[config.mk]
export PLATFORM = sky130hd
export DESIGN_NAME = pipeline_ctrl
export DESIGN_NICKNAME = d
export VERILOG_FILES = /design/src/rtl/pipeline_ctrl_pkg.sv /design/src/rtl/pipeline_ctrl_sat_counter16.sv /design/src/rtl/pipeline_ctrl.sv
export SDC_FILE = /design/constraint.sdc
export NUM_CORES = 1
export LEC_CHECK = 0
export CORE_MARGIN = 4
export CORE_UTILIZATION = 40
export CTS_CLUSTER_DIAMETER = 60
export DETAILED_ROUTE_END_ITERATION = 10
export MAX_ROUTING_LAYER = met4
export PLACE_DENSITY = 0.72
export SETUP_SLACK_MARGIN = 0.4
export SYNTH_ARGS = -nofsm -noshare
export SYNTH_HDL_FRONTEND = slang
export SYNTH_SLANG_ARGS = --single-unit
[constraint.sdc]
create_clock -name clk -period 3.9 [get_ports clk]
set_input_delay 0.78 -clock clk [delete_from_list [all_inputs] [get_ports clk]]
set_output_delay 0.78 -clock clk [all_outputs]
set_load 0.05 [all_outputs]
[src/rtl/pipeline_ctrl_pkg.sv]
// Shared definitions for the pipeline controller: FSM state encodings and
// default datapath widths (register address, data word, instruction word).
// No ports; imported by pipeline_ctrl and its sub-modules.
package pipeline_ctrl_pkg;

  localparam int DEF_ASIZE = 5;   // register-address width
  localparam int DEF_DSIZE = 32;  // data word width
  localparam int DEF_ISIZE = 32;  // instruction word width

  // Controller states. The fourth code is never entered; it decodes as ERROR.
  typedef enum logic [1:0] {
    ST_RUN      = 2'd0,
    ST_MEM_WAIT = 2'd1,
    ST_ERROR    = 2'd2
  } state_e;

endpackage

[src/rtl/pipeline_ctrl_sat_counter16.sv]
// 16-bit event counter that sticks at 16'hFFFF instead of wrapping.
// Ports: clk_i clock, clr_i synchronous clear (wins over inc_i),
//        inc_i count-one enable, cnt_o current count.
module sat_counter16 (
  input  logic        clk_i,
  input  logic        clr_i,
  input  logic        inc_i,
  output logic [15:0] cnt_o
);

  logic [15:0] cnt_q;

  always_ff @(posedge clk_i) begin
    if (clr_i) begin
      cnt_q <= 16'd0;
    end else if (inc_i && (cnt_q != 16'hFFFF)) begin
      cnt_q <= cnt_q + 16'd1;
    end
  end

  assign cnt_o = cnt_q;

endmodule

[src/rtl/pipeline_ctrl.sv]
// Hazard / memory-wait controller for a 5-stage pipeline: load-use stalls,
// redirect flushes, data-memory freeze with timeout into a sticky ERROR state.
// Ports: clk, rst (sync, active-high); ID/EXE hazard inputs (id_rs, id_rt,
//   ex_memRead, ex_w_addr, ex_redirect); memory handshake (mem_access,
//   dmem_ready, dmem_req); stage enables and flushes (combinational);
//   state, timeout_err, and saturating stall/freeze/flush event counters.
module pipeline_ctrl
  import pipeline_ctrl_pkg::*;
#(
  parameter int ASIZE       = DEF_ASIZE,
  parameter int MEM_TIMEOUT = 15
) (
  input  logic             clk,
  input  logic             rst,
  input  logic [ASIZE-1:0] id_rs,
  input  logic [ASIZE-1:0] id_rt,
  input  logic             ex_memRead,
  input  logic [ASIZE-1:0] ex_w_addr,
  input  logic             ex_redirect,
  input  logic             mem_access,
  input  logic             dmem_ready,
  output logic             pc_en,
  output logic             if_id_en,
  output logic             id_ex_en,
  output logic             exe_mem_en,
  output logic             if_id_flush,
  output logic             id_ex_flush,
  output logic             mem_wb_bubble,
  output logic             dmem_req,
  output logic [1:0]       state,
  output logic             timeout_err,
  output logic [15:0]      stall_cnt,
  output logic [15:0]      freeze_cnt,
  output logic [15:0]      flush_cnt
);

  state_e     state_q, state_d;
  logic [7:0] wait_q, wait_d;
  logic       stall_inc, freeze_inc, flush_inc;
  logic       load_use, freeze;

  // Register 0 is hard-wired zero, so a load targeting it never creates a hazard.
  assign load_use = ex_memRead && (ex_w_addr != '0) &&
                    ((ex_w_addr == id_rs) || (ex_w_addr == id_rt));
  assign freeze   = mem_access && !dmem_ready;

  always_comb begin
    pc_en         = 1'b1;
    if_id_en      = 1'b1;
    id_ex_en      = 1'b1;
    exe_mem_en    = 1'b1;
    if_id_flush   = 1'b0;
    id_ex_flush   = 1'b0;
    mem_wb_bubble = 1'b0;
    dmem_req      = mem_access;
    state_d       = state_q;
    wait_d        = wait_q;
    stall_inc     = 1'b0;
    freeze_inc    = 1'b0;
    flush_inc     = 1'b0;

    case (state_q)
      ST_RUN: begin
        if (freeze) begin
          {pc_en, if_id_en, id_ex_en, exe_mem_en} = 4'b0000;
          mem_wb_bubble = 1'b1;
          dmem_req      = 1'b1;
          state_d       = ST_MEM_WAIT;
          wait_d        = 8'd1;
        end else if (ex_redirect) begin
          if_id_flush = 1'b1;
          id_ex_flush = 1'b1;
          flush_inc   = 1'b1;
        end else if (load_use) begin
          // Hold PC and IF/ID, bubble into EXE; the load then leaves EXE so
          // the hazard clears after exactly one cycle.
          pc_en       = 1'b0;
          if_id_en    = 1'b0;
          id_ex_flush = 1'b1;
          stall_inc   = 1'b1;
        end
      end

      ST_MEM_WAIT: begin
        dmem_req = 1'b1;
        if (!dmem_ready) begin
          {pc_en, if_id_en, id_ex_en, exe_mem_en} = 4'b0000;
          mem_wb_bubble = 1'b1;
          freeze_inc    = 1'b1;
          if (wait_q != 8'hFF) wait_d = wait_q + 8'd1;
          if (wait_q == 8'(MEM_TIMEOUT)) state_d = ST_ERROR;
        end else begin
          // Access completes: release the whole pipe; hazards are looked at
          // again only once back in RUN.
          state_d = ST_RUN;
          wait_d  = 8'd0;
        end
      end

      default: begin
        // ERROR and the unused code: pipe held, no memory traffic, until rst.
        {pc_en, if_id_en, id_ex_en, exe_mem_en} = 4'b0000;
        mem_wb_bubble = 1'b1;
        dmem_req      = 1'b0;
        state_d       = ST_ERROR;
      end
    endcase
  end

  always_ff @(posedge clk) begin
    if (rst) begin
      state_q <= ST_RUN;
      wait_q  <= 8'd0;
    end else begin
      state_q <= state_d;
      wait_q  <= wait_d;
    end
  end

  assign state       = state_q;
  assign timeout_err = state_q[1];  // codes 2 and 3 both mean ERROR

  sat_counter16 u_stall_cnt (
    .clk_i (clk),
    .clr_i (rst),
    .inc_i (stall_inc),
    .cnt_o (stall_cnt)
  );

  sat_counter16 u_freeze_cnt (
    .clk_i (clk),
    .clr_i (rst),
    .inc_i (freeze_inc),
    .cnt_o (freeze_cnt)
  );

  sat_counter16 u_flush_cnt (
    .clk_i (clk),
    .clr_i (rst),
    .inc_i (flush_inc),
    .cnt_o (flush_cnt)
  );

endmodule
## Yosys cells after proc, flatten, opt, wreduce, memory -nomap -nowiden

Cells that the tools add are included.

| word-level totals | value |
|---|---|
| flip-flop bits (word level) | 58 |
| input port bits | 21 |
| output and inout bits | 59 |
| word-level logic and storage cells | 64 |

| cells by class | value |
|---|---|
| $add $sub $neg | 4 |
| equality and inequality tests | 11 |
| muxes and demuxes | 31 |
| reduce and logical (&&, ||, !) cells | 13 |

Operators by type and width:

| kind | count |
|---|---|
| $add A16 B1 Y16 const B | 3 |
| $ne A16 B16 Y1 const B | 3 |
| $mux W8 | 3 |
| $mux W1 | 19 |
| $pmux W8 S2 | 1 |
| $eq A5 B5 Y1 | 2 |
| $add A8 B1 Y8 const B | 1 |
| $eq A8 B4 Y1 const B | 1 |
| $ne A8 B8 Y1 const B | 1 |
| $pmux W1 S2 | 4 |
| $logic_and A1 B1 Y1 | 6 |
| $mux W2 | 3 |
| $ne A3 B3 Y1 const B | 2 |
| $reduce_bool A5 Y1 | 1 |
| $pmux W2 S2 | 1 |
| $reduce_and A3 Y1 | 1 |
| $eq A2 B1 Y1 const B | 1 |
| $logic_not A2 Y1 | 1 |
| $ne A2 B2 Y1 const B | 1 |
| $reduce_and A2 Y1 | 1 |
| $reduce_bool A2 Y1 | 1 |
| $logic_not A1 Y1 | 1 |
| $logic_or A1 B1 Y1 | 1 |

## Longest topological paths before layout

Gate-level depths: netlist of run 1.

| logic depth | value |
|---|---|
| depth after elaboration | 8 |
| depth in mapped cells | 7 |
| mapped depth without buffers | 6 |

## By module

From an unflattened synthesis of run 1, not the netlist that was laid out.

| second synthesis, totals | value |
|---|---|
| cells, all modules | 395 |
| area, all modules | 3337.0 um^2 |

Modules (own cells, without submodules):

| module | instances | cells each | area each (um^2) | seq. area each (um^2) |
|---|---|---|---|---|
| sat_counter16 | 3 | 99 | 848.3 | 320.3 |
| pipeline_ctrl | 1 | 98 | 792.0 | 200.2 |

## Worst setup path before layout of run 1

OpenSTA, ideal clock, no wires.

| timing path | value |
|---|---|
| path type | input -> output |
| start | in ex_w_addr[1] |
| end | out pc_en |
| arrival | 2959 ps |
| slack | 161 ps |
| stages on the path | 5 |
| cells stage by stage | or4_1 o21ai_0 nor2_1 a21oi_1 buf_4 |

| between the ends | value |
|---|---|
| word-level cells in the longest chain between the ends | 7 |
| elaborated cells on any way between the ends | 10 |
| those cells by class | eq/ne: 2; mux: 4; reduce/logical: 4 |

Ends and longest elaborated chain:

| item | RTL line | RTL |
|---|---|---|
| start: declaration | pipeline_ctrl.sv:18 | `input logic [ASIZE-1:0] ex_w_addr,` |
| $eq A5 B5 Y1 or $reduce_bool A5 Y1 (tied branches) | pipeline_ctrl.sv:44, pipeline_ctrl.sv:43 |  |
| $logic_or A1 B1 Y1 or $logic_and A1 B1 Y1 (tied branches) | pipeline_ctrl.sv:44, pipeline_ctrl.sv:43 |  |
| $logic_and A1 B1 Y1 * | pipeline_ctrl.sv:43 | `assign load_use = ex_memRead && (ex_w_addr != '0) &&` |
| $mux W1 * (3 in a row) | -- |  |
| $pmux W1 S2 * | -- |  |
| end: declaration | pipeline_ctrl.sv:22 | `output logic pc_en,` |

Every way passes the cells marked *; elsewhere a longest branch is shown, timed or not.

## Final worst setup path of run 1

| timing path | value |
|---|---|
| start | in mem_access |
| end | out mem_wb_bubble |

| between the ends | value |
|---|---|
| word-level cells in the longest chain between the ends | 3 |

Ends and longest elaborated chain:

| item | RTL line | RTL |
|---|---|---|
| start: declaration | pipeline_ctrl.sv:20 | `input logic mem_access,` |
| $logic_and A1 B1 Y1 | pipeline_ctrl.sv:45 | `assign freeze = mem_access && !dmem_ready;` |
| $mux W1 | pipeline_ctrl.sv:64 | `if (freeze) begin` |
| $pmux W1 S2 | pipeline_ctrl.sv:62 | `case (state_q)` |
| end: declaration | pipeline_ctrl.sv:28 | `output logic mem_wb_bubble,` |

Every way passes these cells.

==> results of run 1 <==
[critical path, stage by stage]
cell	delay, ns
clkdlybuf4s50_1	0.48
nor2_1	0.06
o21bai_1	0.38
clkdlybuf4s50_1	0.91
[per-layer routing]
layer  GRT usage (%)  wire (um)  up-vias
li1                -          -     1569
met1            21.9       3870     1485
met2            27.0       3790       88
met3            3.88        370       15
met4            7.88        159        0
met5               -          0        -
[worst max path at each step]
stage,to,slack (ns),cells past startpoint
after floorplan,pc_en,0.45,5
after global placement,pc_en,0.37,6
after detailed placement,pc_en,0.34,6
after CTS,pc_en,0.42,6
after global routing,pc_en,0.43,6
final,mem_wb_bubble,0.51,4
[flip-flops by register name, indices dropped and copies added, names as in the netlist]
| register | flops |
|---|---|
| u_freeze_cnt.cnt_o | 16 |
| wait_q | 8 |
| state | 2 |
| u_flush_cnt.cnt_o | 16 |
| u_stall_cnt.cnt_o | 16 |
[cells in the mapped netlist (7+ instances only)]
library cell  number
nand4_1           16
nor3_1            16
o31ai_1           10
a21oi_1           23
or3_1             11
nor2b_1           12
nand2_1           23
o21ai_0           13
xnor2_1            7
or4_1             12
nor2_1            43
nand3_1           26
clkbuf_1           7
nor4_1             8
mux2_2            10
xor2_1            19
dfxtp_1           58
[cell type report]
cell class | instances | area, um2
inverter | 6 | 22.5
timing repair buffer | 84 | 836
clock buffer | 12 | 155
fill | 713 | 3460
clock inverter | 3 | 15.0
sequential | 58 | 1160
multi-input combinational | 304 | 1950
tap | 102 | 128
[what timing repair did]
item,4_1_cts,5_1_grt
resized for setup,1,1
endpoints found under the setup margin,2,3
setup buffers,0,0
[layout by cell type, fill, tap and decap left out, types with 3 or more instances in the layout]
cell,count
o21a_1,5
or3_1,11
mux2_2,10
nor2_1,43
clkbuf_8,11
nor3_1,16
xor2_1,19
a21oi_1,22
o31ai_1,10
dfxtp_1,58
mux2i_1,5
clkdlybuf4s50_1,74
buf_4,6
and4_1,5
nand4_1,16
and3_1,5
nand3_1,26
clkinv_2,3
o21ai_0,12
nand2_1,23
o211ai_1,5
ha_1,4
nor4_1,8
nor2b_1,12
or4_1,12
xnor2_1,7
inv_1,6
[metrics by stage]
step | utilization, % | cells
after detailed placement | 52.8 | 553
after global routing | 55.2 | 569
after floorplan | - | 381
after CTS | 55.1 | 568
after global placement | 52.8 | 553
final | 55.2 | 569
[kinds of logic (layout without fill, tap and decap cells)]
logic type / Yosys count / count (layout) / share of synthesized area (%)
buf+inv: 19 / 105 / 2.83
fa+ha+maj: 4 / 4 / 1.57
mux: 15 / 15 / 5.11
simple gates: 194 / 194 / 34.4
compound gates: 65 / 65 / 12.5
flops: 58 / 58 / 36.4
xor+xnor: 26 / 26 / 7.15
[where the power goes]
part           total, W  leakage (nW)  internal, W  switching [W]
logic          0.000149         0.858    0.0000587      0.0000903
clock network  0.000492        0.0920     0.000258       0.000233
registers      0.000604         0.468     0.000596     0.00000730
==> summary.md, run 1 <==
| Metric | Value |
|---|---|
| First-pass GRT wire length | `13.6 mm` |
| RSZ-0062 raised after global routing | `no` |
| DP Worst Slack | `0.338 ns` |
| Cell Area, Synth | `3190 um2` |
| Final Hold Viols | `0` |
| Avg Cell Area, Syn | `8.36 um2` |
| Share of cells above drive strength 1 | `9.85%` |
| Final hold slack | `0.489 ns` |
| Top-Level Pins | `80` |
| EDFF count, synth | `0` |
| GRT Overall Usage | `17.5%` |
| Endpoints failing setup | `0` |
| Worst EP required | `3.12 ns` |
| Final min period | `3.39 ns` |
| CP Launch Point | `mem_access` |
| Die height | `97.2 um` |
| Largest cells by area after synthesis | `dfxtp_1 36%, xor2_1 5.2%, nor2_1 5.1%, nand3_1 4.1%, a21oi_1 3.6%` |
| Layout Nets | `488` |
| Cell taking the most area after synthesis | `dfxtp_1` |
| CP endpoint kind | `primary output` |
| ANT cells | `0` |
| DP HPWL | `6.02 mm` |
| Post-synth ARST share | `0%` |
| Clk pin slew, worst setup/hold paths | `0.07 ns` |
| Initial drt markers | `120` |
| Die area | `9460 um2` |
| Post-route cell area | `4260 um2` |
| Drc violations | `0` |
| Pin count of the biggest net entering global routing | `48` |
| Core area | `7730 um2` |
| Max Transition Viols Final | `0` |
| Sink Count | `58` |
| R2r startpoint | `state[0]` |
| Worst skew pair latency | `0.34 ns` |
| Sequential share of the synthesized area | `36.4%` |
| Synth cell types | `48` |
| Max_slew headroom | `39.3%` |
| Worst Max-Slew Pin Slew | `0.903 ns` |
| Final ANT Viol Nets | `0` |
| Crit path DAT | `2.61 ns` |
| Routability congestion estimate | `0.916` |
| Drt pass-1 iters | `4` |
| Power per cell area | `292 nW/um2` |
| Synthesis-to-layout area growth | `33.8%` |
| Routed wire length | `8.19 mm` |
| R2R depth | `5` |
| # rows | `32` |
| Max-cap viol count | `0` |
| CTS tree | `done` |
| Hold_sp | `u_flush_cnt.cnt_o[9]` |
| Internal reg-to-reg setup slack | `1.75 ns` |
| YS warnings | `0` |
| Gr ovfl total | `0` |
| Die width | `97.2 um` |
| Final period util | `86.9%` |
| Fin Setup TNS | `0 ns` |
| Vias/cell | `5.55` |
| Initial antenna violation count | `0` |
| Startpoint class of the critical path | `primary input` |
| Hold path depth | `2` |
| Predominant post-synthesis flop cell | `dfxtp_1` |
| Status | `finished, final reports clean` |
| CP Max Fanout | `3` |
| Cts hold-fix bufs | `0` |
| PnR worst setup slack | `0.510 ns` |
| Leakage | `1.42 nW` |
| Number of global-route vias before repair | `2910` |
| CTS Buf Count | `9` |
| Hold Path End | `u_flush_cnt.cnt_o[9]` |
| H-tree depth | `3` |
| #FFs+latches synth | `58` |
| VDD IR max | `0.248 mV` |
| Final Power | `0.00124 W` |
| Routed WL per cell | `14.4 um` |
| I/O Buffers | `79` |
| Synth top area share | `36.4%` |
| Hold WC Path Type | `flip-flop to flip-flop` |
| Total number of vias | `3157` |
| Clk buf depth | `2` |
| Post-Route Skew | `0.00490 ns` |
| Mapped Cells | `381` |
| R2r endpoint | `wait_q[5]` |
| Dpl cell area | `4080 um2` |
| CTS Root Cell | `clkbuf_8` |
| Initial Util | `41.2%` |
| Post-Syn Nets | `406` |
| Crit Path Category | `primary input to primary output` |
| Fmax | `295 MHz` |
Note: power is estimated with default switching activity, not from simulation.
==> run 2, diff against run 1 <==
--- a/config.mk
+++ b/config.mk
@@ -9,6 +9,7 @@
 export CORE_UTILIZATION = 40
 export CTS_CLUSTER_DIAMETER = 60
 export DETAILED_ROUTE_END_ITERATION = 10
+export GPL_TIMING_DRIVEN = 1
 export MAX_ROUTING_LAYER = met4
 export PLACE_DENSITY = 0.72
 export SETUP_SLACK_MARGIN = 0.4
==> results of run 2 <==
The final DEF is identical to that of run 1; final timing and power are the same.
